## src/rtl/sobel_pkg.sv

```systemverilog
// Shared constants, mode encodings and state type for the Sobel frame controller.
package sobel_pkg;

  localparam int PIX_W = 12;
  localparam logic [PIX_W-1:0] PIX_MAX = 12'd4095;

  localparam logic [1:0] MODE_GRAY = 2'd0;
  localparam logic [1:0] MODE_EDGE = 2'd1;
  localparam logic [1:0] MODE_BIN  = 2'd2;

  typedef enum logic [1:0] {
    IDLE = 2'd0,
    ARM  = 2'd1,
    RUN  = 2'd2
  } state_t;

  // Output pixel selection; the reserved mode 3 behaves as edge mode.
  function automatic logic [PIX_W-1:0] sel_pix(
    input logic [1:0]       mode,
    input logic [PIX_W-1:0] thresh,
    input logic [PIX_W-1:0] gray_v,
    input logic [PIX_W-1:0] edge_v
  );
    logic [PIX_W-1:0] res;
    res = edge_v;
    if (mode == MODE_GRAY) begin
      res = gray_v;
    end else if (mode == MODE_BIN) begin
      res = (edge_v >= thresh) ? PIX_MAX : '0;
    end
    return res;
  endfunction

endpackage

```

## src/rtl/sobel_frame_ctrl_pix_counter.sv

```systemverilog
// x/y pixel position counters with line wrap and a last-pixel-of-frame flag.
module sobel_pix_counter #(
  parameter int H_ACTIVE = 640,
  parameter int V_ACTIVE = 480,
  parameter int CNT_W    = 12
) (
  input  logic             iCLK,
  input  logic             iRST,
  input  logic             clr,
  input  logic             adv,
  output logic [CNT_W-1:0] x,
  output logic [CNT_W-1:0] y,
  output logic             last
);

  localparam logic [CNT_W-1:0] X_LAST = CNT_W'(H_ACTIVE - 1);
  localparam logic [CNT_W-1:0] Y_LAST = CNT_W'(V_ACTIVE - 1);

  // Flags the final pixel of the frame at the current position.
  always_comb begin
    last = (x == X_LAST) && (y == Y_LAST);
  end

  // Advance position per accepted pixel; clear wins over advance.
  always_ff @(posedge iCLK or negedge iRST) begin
    if (!iRST) begin
      x <= '0;
      y <= '0;
    end else if (clr) begin
      x <= '0;
      y <= '0;
    end else if (adv) begin
      if (x == X_LAST) begin
        x <= '0;
        y <= (y == Y_LAST) ? '0 : y + 1'b1;
      end else begin
        x <= x + 1'b1;
      end
    end
  end

endmodule

```

## src/rtl/sobel_frame_ctrl.sv

```systemverilog
// Frame controller: arms on start, syncs to iVS, counts pixels/lines, selects
// the output pixel mode per frame, flags SOF/EOF and malformed frames.
module sobel_frame_ctrl
  import sobel_pkg::*;
#(
  parameter int H_ACTIVE = 640,
  parameter int V_ACTIVE = 480,
  parameter int CNT_W    = 12
) (
  input  logic        iCLK,
  input  logic        iRST,
  input  logic        iSTART,
  input  logic        iSTOP,
  input  logic        iVS,
  input  logic        iCFG_WR,
  input  logic [1:0]  iCFG_MODE,
  input  logic [11:0] iCFG_THRESH,
  input  logic [11:0] iGRAY,
  input  logic [11:0] iEDGE,
  input  logic        iDVAL,
  output logic [11:0] oPIX,
  output logic        oDVAL,
  output logic        oSOF,
  output logic        oEOF,
  output logic [15:0] oFRAME_CNT,
  output logic        oBUSY,
  output logic        oERR
);

  state_t           state;
  logic             stop_pending;
  logic [1:0]       shd_mode;
  logic [11:0]      shd_thresh;
  logic [1:0]       act_mode;
  logic [11:0]      act_thresh;
  logic [CNT_W-1:0] x;
  logic [CNT_W-1:0] y;
  logic             last;
  logic             pix_fire;
  logic             eof_hit;
  logic             frame_start;
  logic             short_frame;
  logic             cnt_clr;

  // Decode per-cycle frame events; EOF takes precedence over a coincident iVS.
  always_comb begin
    pix_fire    = (state == RUN) && iDVAL;
    eof_hit     = pix_fire && last;
    frame_start = (state == ARM) && !iSTOP && iVS;
    short_frame = (state == RUN) && iVS && !eof_hit;
    cnt_clr     = frame_start || short_frame;
    oBUSY       = (state != IDLE);
  end

  sobel_pix_counter #(
    .H_ACTIVE (H_ACTIVE),
    .V_ACTIVE (V_ACTIVE),
    .CNT_W    (CNT_W)
  ) u_cnt (
    .iCLK (iCLK),
    .iRST (iRST),
    .clr  (cnt_clr),
    .adv  (pix_fire),
    .x    (x),
    .y    (y),
    .last (last)
  );

  // Shadow config accepts writes in any state.
  always_ff @(posedge iCLK or negedge iRST) begin
    if (!iRST) begin
      shd_mode   <= MODE_EDGE;
      shd_thresh <= '0;
    end else if (iCFG_WR) begin
      shd_mode   <= iCFG_MODE;
      shd_thresh <= iCFG_THRESH;
    end
  end

  // Frame state machine, error/stop flags, frame count and active config.
  // Active config reads the pre-write shadow, so a same-cycle write lands next frame.
  always_ff @(posedge iCLK or negedge iRST) begin
    if (!iRST) begin
      state        <= IDLE;
      stop_pending <= 1'b0;
      oERR         <= 1'b0;
      oFRAME_CNT   <= '0;
      act_mode     <= MODE_EDGE;
      act_thresh   <= '0;
    end else begin
      if (frame_start || short_frame) begin
        act_mode   <= shd_mode;
        act_thresh <= shd_thresh;
      end
      unique case (state)
        IDLE: begin
          if (iSTART) begin
            state        <= ARM;
            oERR         <= 1'b0;
            stop_pending <= 1'b0;
          end
        end
        ARM: begin
          if (iDVAL) oERR <= 1'b1;
          if (iSTOP) begin
            state <= IDLE;
          end else if (iVS) begin
            state <= RUN;
          end
        end
        RUN: begin
          if (iSTOP) stop_pending <= 1'b1;
          if (short_frame) oERR <= 1'b1;
          if (eof_hit) begin
            oFRAME_CNT <= oFRAME_CNT + 16'd1;
            state      <= (stop_pending || iSTOP) ? IDLE : ARM;
          end
        end
        default: state <= IDLE;
      endcase
    end
  end

  // Registered pixel path; oPIX holds when no pixel is emitted.
  always_ff @(posedge iCLK or negedge iRST) begin
    if (!iRST) begin
      oPIX  <= '0;
      oDVAL <= 1'b0;
      oSOF  <= 1'b0;
      oEOF  <= 1'b0;
    end else begin
      oDVAL <= pix_fire;
      oSOF  <= pix_fire && (x == '0) && (y == '0);
      oEOF  <= eof_hit;
      if (pix_fire) oPIX <= sel_pix(act_mode, act_thresh, iGRAY, iEDGE);
    end
  end

endmodule

```

## config.mk

```make
export PLATFORM = sky130hd
export DESIGN_NAME = sobel_frame_ctrl
export DESIGN_NICKNAME = d
export VERILOG_FILES = /design/src/rtl/sobel_pkg.sv /design/src/rtl/sobel_frame_ctrl_pix_counter.sv /design/src/rtl/sobel_frame_ctrl.sv
export SDC_FILE = /design/constraint.sdc
export NUM_CORES = 1
export LEC_CHECK = 0
export CORE_ASPECT_RATIO = 1.5
export CORE_UTILIZATION = 30
export CTS_CLUSTER_DIAMETER = 200
export DETAILED_ROUTE_END_ITERATION = 10
export SYNTH_ARGS = -nofsm -noshare
export SYNTH_HDL_FRONTEND = slang
export SYNTH_SLANG_ARGS = --single-unit
```

## constraint.sdc

```tcl
create_clock -name iCLK -period 4.5 [get_ports iCLK]
set_input_delay 0.45 -clock iCLK [delete_from_list [all_inputs] [get_ports iCLK]]
set_output_delay 0.45 -clock iCLK [all_outputs]
set_load 0.01 [all_outputs]
```

==> results of run 1 <==
==> through the flow <==
step | instances | util [%] | power, mW | hold slack, ns | worst slack (ns)
2_1_floorplan | 447 | - | 1.456 | 0.1544 | 2.346
3_3_place_gp | 707 | 37.35 | 1.756 | 0.4188 | 1.403
3_5_place_dp | 707 | 37.35 | 1.780 | 0.4276 | 1.382
4_1_cts | 723 | 39.62 | 2.612 | 0.04939 | 1.537
5_1_grt | 723 | 39.62 | 2.754 | 0.07190 | 1.238
6_report | 723 | 39.62 | 2.576 | 0.03718 | 1.555
==> power groups by stage <==
stage          logic, mW  registers (mW)  clock network, mW
3_3_place_gp       0.713            1.04                  0
3_5_place_dp       0.732            1.05                  0
4_1_cts            0.737            1.03              0.842
5_1_grt            0.821            1.05              0.880
2_1_floorplan      0.410            1.05                  0
6_report           0.723            1.03              0.821
==> cells in the mapped netlist, drive strengths merged (3+ instances only) <==
library cell   n
nand3         18
buf            5
nor3          11
mux2          19
nor2b          3
nor2          38
and3           7
o311ai         3
ha            21
nand4         11
inv           26
dfrtp         85
nor4           6
or4            4
o31ai          6
o21bai         8
nand2         46
xnor2         11
a31oi          9
o21ai         34
clkbuf        10
or2            3
a221oi         8
xor2           8
a21oi         24
o221ai         5
==> kinds of logic after synthesis <==
logic type,share of synthesized area (%)
compound gates,14.91
xor+xnor,3.706
fa+ha+maj,5.851
buf+inv,3.817
flops,48.54
mux,4.988
simple gates,18.20
==> routing by layer <==
layer	vias to the layer above	part of all wire (%)	global-route usage (%)
met5	-	0	0
met4	0	1.0	4.558
met3	12	4.0	2.944
met2	88	54	26.58
met1	1779	41	15.69
li1	1755	-	-
==> how the worst min path moves through the flow <==
stage          start                 endpoint  slack [ns]  cells past startpoint
3_5_place_dp    iRST      oPIX[7]$_DFFE_PN0P_        0.43                      1
5_1_grt         iRST      oPIX[8]$_DFFE_PN0P_        0.07                      1
6_report        iRST      oPIX[8]$_DFFE_PN0P_        0.04                      1
4_1_cts         iRST      oPIX[7]$_DFFE_PN0P_        0.05                      1
2_1_floorplan   iRST  act_mode[1]$_DFFE_PN0N_        0.15                      0
3_3_place_gp    iRST     oPIX[10]$_DFFE_PN0P_        0.42                      1
==> critical path: stages (launching register included) <==
cell,delay [ns]
dfrtp_1,0.42
inv_1,0.10
ha_1,0.29
nand2_1,0.43
inv_1,0.56
o311ai_0,0.49
or2_2,0.42
a31oi_1,0.16
==> cell type report <==
cell class / count / area share (%)
repair buffers: 79 / 13.55
clock buffers: 9 / 3.895
well taps: 196 / 4.241
multi-input cells: 319 / 37.11
flip-flops and latches: 87 / 37.70
clock inverters: 7 / 1.818
inverters: 26 / 1.688
==> sequential cells by signal, summed over array words and instances (netlist names) <==
name,flops
act_mode,2
act_thresh,12
oDVAL,1
oEOF,1
oERR,1
oFRAME_CNT,16
oPIX,12
oSOF,1
shd_mode,2
shd_thresh,12
state,2
stop_pending,1
u_cnt.x,12
u_cnt.y,12
==> results_dict.tcl, run 1 <==
set metrics [dict create \
    outcome "finished, final reports clean" \
    syn_inst 447 \
    period_needed_ns 2.945 \
    first_iter_violations 201 \
    critPathMaxFanout 17 \
    worstSetupPathType "reg -> reg" \
    gp_congestion 0.8215 \
    start_util_pct 30.77 \
    fin_nets 588 \
    seq_area_mm2 0.002180 \
    syn_area_mm2 0.004491 \
    grt_antenna_before_repair 0 \
    synth-seq-cells 87 \
    core_area_mm2 0.01459 \
    rr_worst_depth 7 \
    ys_seq_area_share_pct 48.54 \
    port_buffers 77 \
    grt_max_degree 54 \
    post_cts_buffers 0 \
    final-hold-violation-count 0 \
    startpoint "state[0]$_DFFE_PN0P_" \
    tns_ns 0 \
    min_path_type "in -> async" \
    r2r-start "state[0]$_DFFE_PN0P_" \
    vias 3634 \
    synth_ff_type "dfrtp_1" \
    grt_use_total_pct 14.26 \
    crit_required_ns 4.76 \
    path_clk_slew_ns 0.07 \
    cp-start-kind "flip-flop" \
    clock_sinks 87 \
    drc 0 \
    io_pins 78 \
    htree_num_levels 3 \
    final_common_cell "dfrtp_1" \
    layout-drive-gt1-share_pct 10.82 \
    routed_wirelength_um 10530 \
    synth_edf_count 0 \
    multi_input_area_mm2 0.002146 \
    grt_pass1_wl_um 17400 \
    synth_area_leaders "dfrtp_1 (47%), ha_1 (5.9%), mux2_2 (4.8%), nand2_1 (3.7%), o21ai_0 (3.7%)" \
    power_density_mw_per_mm2 445.5 \
    tightest_slew_ns 1.107 \
    nFillCells 1467 \
    hpwl_um 7851 \
    endpoint "u_cnt.x[2]$_DFFE_PN0P_" \
    clockPowerShare_pct 31.9 \
    rsz0062_at_grt "false" \
    area_growth_pct 28.75 \
    slew_violations 0 \
    fin_skew_ns 0.01189 \
    reg2reg_slack_ns 1.55 \
    setup_viol 0 \
    viasPerCell 5.026 \
    syn_area_per_cell_um2 10.05 \
    finalCritPeriodShare_pct 65.45 \
    swShare_pct 30.85 \
    leakage_nw 2.452 \
    die_h_um 151.8 \
    layout_common_cells "dfrtp_1 (85), clkdlybuf4s50_1 (76), nand2_1 (44)" \
    cts-hold-fix-buffers 0 \
    final_antenna_net_count 0 \
    yosysWarningCount 0 \
    synth.distinct_cells 52 \
    combinationalPowerShare_pct 28.1 \
    cp.arrival_ns 3.21 \
    diodes 0 \
    cts-root-buf "clkbuf_16" \
    timing.max_cap.violations 0 \
    async_flop_share_pct 100.0 \
    reg2reg_to "u_cnt.x[2]$_DFFE_PN0P_" \
    gr-total-overflow 0 \
    grt_pass1_vias 3660 \
    dpl_cell_area_mm2 0.005451 \
    clk_path_buf_depth 2 \
    row_count 54 \
    routedWlPerCell_um 14.56 \
    syn-num-nets 513 \
    fp.dieW_um 101.9 \
    power_frac_seq_pct 40.0 \
    dieArea_mm2 0.01547 \
    p_int_mw 1.781 \
    p_switching_mw 0.7946 \
    ir_worst_vdd_mv 0.1824 \
    fmaxAchievable_ghz 0.3395 \
    relSlewSlack_pct 25.28 \
    cts_tree "done" \
    post_cts_resize_count 0 \
    synth_top_area_cell "dfrtp_1" \
    firstDrtPassIters 5 \
    synth_top_cell_area_share_pct 47.37 \
    worstSkewPairLatency_ns 0.34 \
    final_area_mm2 0.005782 \
    cts_buffers 9 \
    crit_path_end_kind "flip-flop" \
]
(Power assumes the default switching activity.)
==> run 2: changes to the inputs <==
- clock period: 4.5 -> 2.9 ns (I/O delays scaled with it)
==> run 2 against run 1 <==
The run now ends with negative hold slack left. Maximum frequency rose by 19%. First-iteration DRC count fell by 6.5%. Flip-flop and latch count is the same. Register-to-register slack lost 1.1 ns. Global-route usage up 0.49 points. Total power grew 54%. Cell count rose by 0.97%. Sequential power up 54%. Critical path depth decreased by 1. Wire length is 2.0% higher. Combinational power is 59% higher. Sequential share of layout area decreased by 0.23 points. Critical endpoint is now oFRAME_CNT[11]$_DFFE_PN0P_. Largest cell class unchanged. Largest power group unchanged. Highest routed layer unchanged.
==> results_dict.tcl, run 2 (same netlist as run 1, synthesis figures left out) <==
set metrics [dict create \
    power_density_mw_per_mm2 681.6 \
    ir_worst_vdd_mv 0.3781 \
    violations "negative hold slack" \
    first_iter_violations 188 \
    grt_pass1_wl_um 17790 \
    viasPerCell 5.003 \
    firstDrtPassIters 4 \
    crit_slowest_cell "or4_4" \
    grt_use_total_pct 14.76 \
    finalCritPeriodShare_pct 85.67 \
    fp.dieW_um 101.9 \
    post_cts_resize_count 0 \
    post-route-util_pct 39.86 \
    clock_sinks 87 \
    timing.max_cap.violations 0 \
    tns_ns 0 \
    grt_max_degree 57 \
    layout_common_cells "dfrtp_1 (85), clkdlybuf4s50_1 (76), nand2_1 (44)" \
    cts-hold-fix-buffers 0 \
    cp-start-kind "flip-flop" \
    grt_pass1_vias 3716 \
    leakage_nw 2.481 \
    critPathMaxStageDelay_ns 0.64 \
    worst-path-buf-inv 1 \
    hpwl_um 8014 \
    seq_area_mm2 0.002180 \
    fin_skew_ns 0.009658 \
    dieArea_mm2 0.01547 \
    outcome "complete, but fails checks" \
    top_register "oFRAME_CNT" \
    top_layer_used "met4" \
    start_util_pct 30.77 \
    crit_family "simple AND/OR/NAND/NOR gates" \
    setup_viol 0 \
    final_common_cell "dfrtp_1" \
    path_clk_slew_ns 0.07 \
    wl_met2_um 5764 \
    relSlewSlack_pct 49.17 \
    crit_path_end_kind "flip-flop" \
    diodes 0 \
    cts-root-buf "clkbuf_16" \
    met3_length_um 421 \
    final_antenna_net_count 0 \
    drc 0 \
    rsz0062_at_grt "false" \
    wirelength_met1_um 4368 \
    period_needed_ns 2.484 \
    path_cells "or4_4 -> nor3_4 -> nand2_2 -> buf_4 -> nor4_4 -> xor2_1" \
    cts_tree "done" \
    largest_reg_flops 16 \
    crit_required_ns 3.16 \
    min_path_type "in -> async" \
    nFillCells 1466 \
    grt_antenna_before_repair 0 \
    multi_input_area_mm2 0.002146 \
    io_pins 78 \
    vias 3652 \
    final-hold-violation-count 3 \
    cts_buffers 9 \
    routedWlPerCell_um 14.71 \
    tightest_slew_ns 0.7545 \
    worstSetupPathType "reg -> reg" \
    layout-drive-gt1-share_pct 11.99 \
    row_count 54 \
    gr-total-overflow 0 \
    gp_congestion 0.8370 \
    fin_nets 595 \
    area_growth_pct 29.53 \
    post_cts_buffers 0 \
    worstSkewPairLatency_ns 0.34 \
    clk_path_buf_depth 2 \
    core_area_mm2 0.01459 \
    fmaxAchievable_ghz 0.4025 \
    critPathMaxFanout 14 \
    port_buffers 77 \
    cp.arrival_ns 2.75 \
    slew_violations 0 \
    whs_ns -0.002226 \
    routed_wirelength_um 10740 \
    die_h_um 151.8 \
    htree_num_levels 3 \
]
==> run 2: cell types whose count changed in the layout (fill, tap and decap cells not counted), sizes merged <==
cell / change
inv: +3
bufinv: -1
clkinvlp: -1
buf: +7
clkbuf: +1
clkinv: -2
==> run 2: cell type report <==
class	count	share of cell area, %
Sequential cell	87	37.47
Multi-Input combinational cell	319	36.89
Timing Repair Buffer	86	14.37
Tap cell	196	4.216
Clock buffer	10	4.108
Inverter	26	1.678
Clock inverter	6	1.269
==> run 2: routing by layer <==
metal | track usage (%) | up-vias
met5 | 0 | -
met4 | 5.918 | 0
met3 | 3.496 | 14
met2 | 26.90 | 84
met1 | 15.98 | 1777
li1 | - | 1777
==> run 2: worst paths after layout <==
check	slack, ns	endpoint	start	cells after the start
setup / recovery	0.42	oFRAME_CNT[11]$_DFFE_PN0P_	u_cnt.y[5]$_DFFE_PN0P_	6
hold / removal	-0.002	oPIX[7]$_DFFE_PN0P_	iRST	1
setup reg to reg	0.42	oFRAME_CNT[11]$_DFFE_PN0P_	u_cnt.y[5]$_DFFE_PN0P_	6
hold reg to reg	0.48	oFRAME_CNT[15]$_DFFE_PN0P_	oFRAME_CNT[15]$_DFFE_PN0P_	1
max in group asynchronous	2.17	oPIX[2]$_DFFE_PN0P_	iRST	2
min in group iCLK	0.48	oFRAME_CNT[15]$_DFFE_PN0P_	oFRAME_CNT[15]$_DFFE_PN0P_	1
==> run 2: metrics by stage <==
| stage | area, um^2 | hold slack (ns) | setup slack (ns) | power [mW] | std cells |
|---|---|---|---|---|---|
| finish | 5817 | -0.002226 | 0.4155 | 3.965 | 730 |
| global route | 5817 | 0.05184 | 0.2726 | 4.239 | 730 |
| CTS | 5817 | 0.02629 | 0.3937 | 4.021 | 730 |
| detailed placement | 5504 | 0.4015 | 0.4006 | 2.780 | 714 |
| global placement | 5504 | 0.3956 | 0.4778 | 2.752 | 714 |
| floorplan | 4491 | -0.005591 | 0.7462 | 2.259 | 447 |
==> run 2: report_power, final <==
part	switching (mW)	internal [mW]	total [mW]
combinational	0.592	0.556	1.15
sequential	0.136	1.46	1.59
clock	0.517	0.707	1.22
